<file path="src/rtl/mdu_pkg.sv">
// Shared types and constants for the MIPS multiply/divide unit.
// MDU_DIV_2BIT_EN selects two restoring steps per divider cycle.
package mdu_pkg;

  typedef enum logic [1:0] {
    IDLE = 2'd0,
    RUN  = 2'd1,
    DONE = 2'd2
  } div_state_t;

  localparam int MDU_WIDTH = 32;

`ifdef MDU_DIV_2BIT_EN
  localparam int DIV_STEPS_PER_CYCLE = 2;
`else
  localparam int DIV_STEPS_PER_CYCLE = 1;
`endif

  localparam int DIV_ITERATIONS = MDU_WIDTH / DIV_STEPS_PER_CYCLE;

  // Divide-by-zero result: quotient all ones, remainder is the raw dividend.
  localparam logic [MDU_WIDTH-1:0] DIV0_QUOTIENT = '1;
  localparam logic                 DIV0_FLAG     = 1'b1;

endpackage

</file>
<file path="src/rtl/div_step.sv">
// One restoring division step: shift {rem,quo} left, trial-subtract the divisor.
// Latency: combinational. Backpressure: none.
// Requires rem_in < divisor so the kept remainder always fits in WIDTH bits.
module div_step #(
  parameter int WIDTH = 32
) (
  input  logic [WIDTH-1:0] rem_in,
  input  logic [WIDTH-1:0] quo_in,
  input  logic [WIDTH-1:0] divisor,
  output logic [WIDTH-1:0] rem_out,
  output logic [WIDTH-1:0] quo_out
);

  logic [WIDTH:0] shifted;
  logic [WIDTH:0] diff;

  // WIDTH+1 bits so the borrow of the trial subtraction is visible in the MSB.
  assign shifted = {rem_in, quo_in[WIDTH-1]};
  assign diff    = shifted - {1'b0, divisor};

  assign rem_out = diff[WIDTH] ? shifted[WIDTH-1:0] : diff[WIDTH-1:0];
  assign quo_out = {quo_in[WIDTH-2:0], ~diff[WIDTH]};

endmodule

</file>
<file path="src/rtl/mdu_div.sv">
// Iterative restoring divider for DIV/DIVU; quotient feeds LO, remainder feeds HI.
// Latency: WIDTH/steps-per-cycle RUN cycles then a one-cycle done; divide-by-zero done next cycle.
// Backpressure: none; start is only sampled in IDLE, busy stalls the core. MDU_DIV_2BIT_EN doubles steps.
module mdu_div
  import mdu_pkg::*;
#(
  parameter int WIDTH = MDU_WIDTH
) (
  input  logic             clk,
  input  logic             reset,
  input  logic             start,
  input  logic             is_signed,
  input  logic [WIDTH-1:0] dividend,
  input  logic [WIDTH-1:0] divisor,
  output logic             busy,
  output logic             done,
  output logic [WIDTH-1:0] quotient,
  output logic [WIDTH-1:0] remainder,
  output logic             div_by_zero
);

  localparam int ITERS = WIDTH / DIV_STEPS_PER_CYCLE;
  localparam int CW    = $clog2(ITERS);
  localparam logic [CW-1:0] LAST_COUNT = CW'(ITERS - 1);

  div_state_t       state, state_nxt;
  logic [WIDTH-1:0] rem_q, quo_q, dvs_q;
  logic [WIDTH-1:0] rem_nxt, quo_nxt;
  logic             sign_q, sign_r;
  logic [CW-1:0]    count;
  logic             last_iter;

  assign last_iter = (count == LAST_COUNT);

`ifdef MDU_DIV_2BIT_EN
  logic [WIDTH-1:0] rem_mid, quo_mid;

  div_step #(.WIDTH(WIDTH)) u_step0 (
    .rem_in(rem_q), .quo_in(quo_q), .divisor(dvs_q),
    .rem_out(rem_mid), .quo_out(quo_mid)
  );
  div_step #(.WIDTH(WIDTH)) u_step1 (
    .rem_in(rem_mid), .quo_in(quo_mid), .divisor(dvs_q),
    .rem_out(rem_nxt), .quo_out(quo_nxt)
  );
`else
  div_step #(.WIDTH(WIDTH)) u_step0 (
    .rem_in(rem_q), .quo_in(quo_q), .divisor(dvs_q),
    .rem_out(rem_nxt), .quo_out(quo_nxt)
  );
`endif

  always_comb begin
    state_nxt = state;
    busy      = 1'b0;
    done      = 1'b0;
    case (state)
      IDLE: begin
        if (start) state_nxt = (divisor == '0) ? DONE : RUN;
      end
      RUN: begin
        busy = 1'b1;
        if (last_iter) state_nxt = DONE;
      end
      DONE: begin
        done      = 1'b1;
        state_nxt = IDLE;
      end
      default: state_nxt = IDLE;
    endcase
  end

  always_ff @(posedge clk) begin
    if (reset) begin
      state       <= IDLE;
      rem_q       <= '0;
      quo_q       <= '0;
      dvs_q       <= '0;
      sign_q      <= 1'b0;
      sign_r      <= 1'b0;
      count       <= '0;
      quotient    <= '0;
      remainder   <= '0;
      div_by_zero <= 1'b0;
    end else begin
      state <= state_nxt;
      case (state)
        IDLE: begin
          if (start) begin
            if (divisor == '0) begin
              quotient    <= {WIDTH{DIV0_QUOTIENT[0]}};
              remainder   <= dividend;
              div_by_zero <= DIV0_FLAG;
            end else begin
              // Magnitudes stay unsigned: |-2^(WIDTH-1)| is representable in WIDTH bits.
              quo_q       <= (is_signed && dividend[WIDTH-1]) ? -dividend : dividend;
              dvs_q       <= (is_signed && divisor[WIDTH-1])  ? -divisor  : divisor;
              rem_q       <= '0;
              count       <= '0;
              sign_q      <= is_signed & (dividend[WIDTH-1] ^ divisor[WIDTH-1]);
              sign_r      <= is_signed & dividend[WIDTH-1];
              div_by_zero <= 1'b0;
            end
          end
        end
        RUN: begin
          rem_q <= rem_nxt;
          quo_q <= quo_nxt;
          count <= count + 1'b1;
          if (last_iter) begin
            quotient  <= sign_q ? -quo_nxt : quo_nxt;
            remainder <= sign_r ? -rem_nxt : rem_nxt;
          end
        end
        default: ;
      endcase
    end
  end

endmodule
</file>
<file path="config.mk">
export PLATFORM = sky130hd
export DESIGN_NAME = mdu_div
export DESIGN_NICKNAME = d
export VERILOG_FILES = /design/src/rtl/mdu_pkg.sv /design/src/rtl/div_step.sv /design/src/rtl/mdu_div.sv
export SDC_FILE = /design/constraint.sdc
export NUM_CORES = 1
export LEC_CHECK = 0
export CORE_MARGIN = 2
export CORE_UTILIZATION = 50
export DETAILED_ROUTE_END_ITERATION = 16
export PLACE_DENSITY = 0.69
export SLEW_MARGIN = 20
export SYNTH_ARGS = -nofsm -noshare
export SYNTH_HDL_FRONTEND = slang
export SYNTH_SLANG_ARGS = --single-unit
</file>
<file path="constraint.sdc">
create_clock -name clk -period 9.45 [get_ports clk]
set_clock_uncertainty 0.05 [all_clocks]
set_input_delay 1.89 -clock clk [delete_from_list [all_inputs] [get_ports clk]]
set_output_delay 1.89 -clock clk [all_outputs]
set_load 0.02 [all_outputs]
</file>
==> metrics <==
Clk pin slew, worst setup/hold paths=about 0.07 ns; number of iterations in the first detailed-routing pass=5; Via Count=11.6k; maximum number of pins on one net before global-route repair=88; HPWL after DPL=26.4 mm; Arr. time, crit path=6.59 ns; min setup slack post-route=3.08 ns; part of the Yosys area used for sequential elements=0.287; Final Max Tran Viols=0; number of standard cells in the layout, taps in and fillers out=~2.0k; drc violations=0; layout overhead on the synthesized area=16.3%; category of the worst setup path launch point=input pin; initial antenna violation count=0; share of layout cells above drive strength 1=0.0587; netlist area before placement=0.0119 mm2; CTS H-tree depth=4; cts hold-fix bufs=0; reported leakage power=4.96 nW; worst min path class=reg2reg; cells resized by post-CTS repair=0; post-synthesis cell type with the largest combined area=dfxtp_1; Distinct cells, synth=90; register bit total from synthesis=170; number of placement rows=56; required time reported for the critical path endpoint=9.67 ns; overflow left after global routing=0; final estimated routing congestion in global placement=slightly below 0.9; via count of the first global-routing pass=10.4k; width of the die=between 150 and 200 um; CP startpoint=divisor[0]; gate count after technology mapping=1558; net count of the mapped netlist=1665; min-delay src=div_by_zero; max capacitance violation total=0; drt first-iter violations=roughly 860; placed cell area=0.0132 mm2; most area-consuming cells after synthesis=dfxtp_1, nor2_1, xor2_1; post-placement setup slack=~2.6 ns; share of the core filled with cells=0.590; Clock Root Buffer=clkbuf_16; element type at the critical path end=flop; average footprint of a synthesized cell=around 7.6 um2; count of final setup violators=0; global routing usage summed across all routing layers=0.279; final setup TNS=0 ns; drt via density=5.94; post-CTS setup buffers=0; Synth top area share=0.287; Tmin final=6.37 ns; most common cell in the synthesized netlist=nor2_1; global-route wire length before repair=around 55 mm; clk sinks=170; number of buffers created by CTS=17; core box area=approximately 0.023 mm2; routed len/inst=18.0 um; later-pin clock latency in the skew report=0.45 ns; VDD IR max=0.000104 V; post-route clock period utilization=0.675; top_reg_cell synth=dfxtp_1; share of flip-flops with an asynchronous set or reset after synthesis=0; Max-Slew Margin vs Limit=0.422; total routed wirelength=35.2 mm; TritonCTS clock tree=built; Synth Warn #=0; setup repair after global routing missed its margin=false; worst slew pin tran=just under 0.9 ns; number of placed instances, taps included=1922; crit path max fanout=27; number of top-level pins=135; hold slack=0.423 ns; reg2reg start=rem_q[16]; total power draw=between 2 and 2.5 mW; post-detailed-route count of antenna-violating nets=0; number of nets in the finished design=roughly 1.7k; critical setup path kind=in2reg; total non-filler cell area in the finished layout=roughly 0.014 mm2; number of buffers on the longest clock path=2; PwrDens=about 160 mW/mm2; Die ar.=0.0250 mm2; most used standard cells in the synthesized netlist=nor2_1, dfxtp_1, nand2_1; FMAX=about 0.16 GHz; run status=finished clean; Die Height=158 um; count of flip-flops with a built-in enable after synthesis=0; initial core utilization=0.507; final hold violation count=0; count of input and output buffers=134; count of antenna diodes in the layout=0
-- layer usage --
metal / up-vias / wire length, um / GRT usage
li1: 5783 / - / -
met1: 5377 / 15800 / 0.373
met2: 390 / 16000 / 0.462
met3: 54 / 2350 / 0.0367
met4: 0 / 1000 / 0.0987
met5: - / 0 / 0
-- sequential cells by signal (all words and copies together), names as in the netlist --
name / flops
count: 5
sign_r: 1
state: 2
quotient: 32
sign_q: 1
dvs_q: 32
rem_q: 32
remainder: 32
quo_q: 32
div_by_zero: 1
-- cells by family after synthesis --
family,after synthesis,synth area share
muxes,23,0.0201
and+or+nand+nor,589,0.233
xor gates and xnor gates,132,0.0974
buffers and inverters,152,0.0581
adders and majority gates,39,0.0418
AOI/OAI and AO/OA,453,0.262
DFF,170,0.287
-- path summary, 6_finish.rpt --
| kind | cells past startpoint | end | slack (ns) |
|---|---|---|---|
| worst max-delay path | 12 | remainder[27] | 3.08 |
| worst min-delay path | 2 | div_by_zero | 0.42 |
| worst max register to register | 18 | remainder[20] | 3.47 |
| worst min register to register | 2 | div_by_zero | 0.42 |
-- cells in the final DEF, fill, tap and decap left out, types with 13 or more instances in the layout --
cell type and instances:
or4_1 15, a21oi_1 119, or3_1 21, o41ai_1 13, o21ai_0 68, o31ai_1 25, a31oi_1 14, a311oi_1 27
clkdlybuf4s50_1 133, xor2_1 71, a22oi_1 15, nor3_1 25, nand3_1 41, clkbuf_16 17, o211ai_1 29, a211oi_1 60
ha_1 38, mux2i_1 16, inv_1 50, nor4_1 14, nand2_1 160, xnor2_1 61, nor2_1 220, dfxtp_1 170
-- final cells by class --
cell class,instances,area [um2]
fill,2299,9610
multi-input combinational,1236,7790
sequential,170,3400
timing repair buffer,145,1420
clock buffer,18,429
tap,319,399
inverter,52,195
clock inverter,14,155
-- worst max-delay path, cell delays in order --
cell	delay, ns
clkdlybuf4s50_1	0.43
inv_1	0.09
ha_1	0.19
or4b_2	0.66
nor3_2	0.39
nand3_1	0.21
or4_1	0.50
nor2_1	0.50
nand3b_1	0.24
a21o_1	0.50
nor2_4	0.73
a2111oi_0	0.24
-- where the power goes --
group,total (mW),switching (mW),internal [mW],leakage (nW)
logic,0.743,0.457,0.285,3.30
registers,0.785,0.0364,0.748,1.38
clock network,0.705,0.351,0.354,0.285
(Power assumes the default switching activity.)
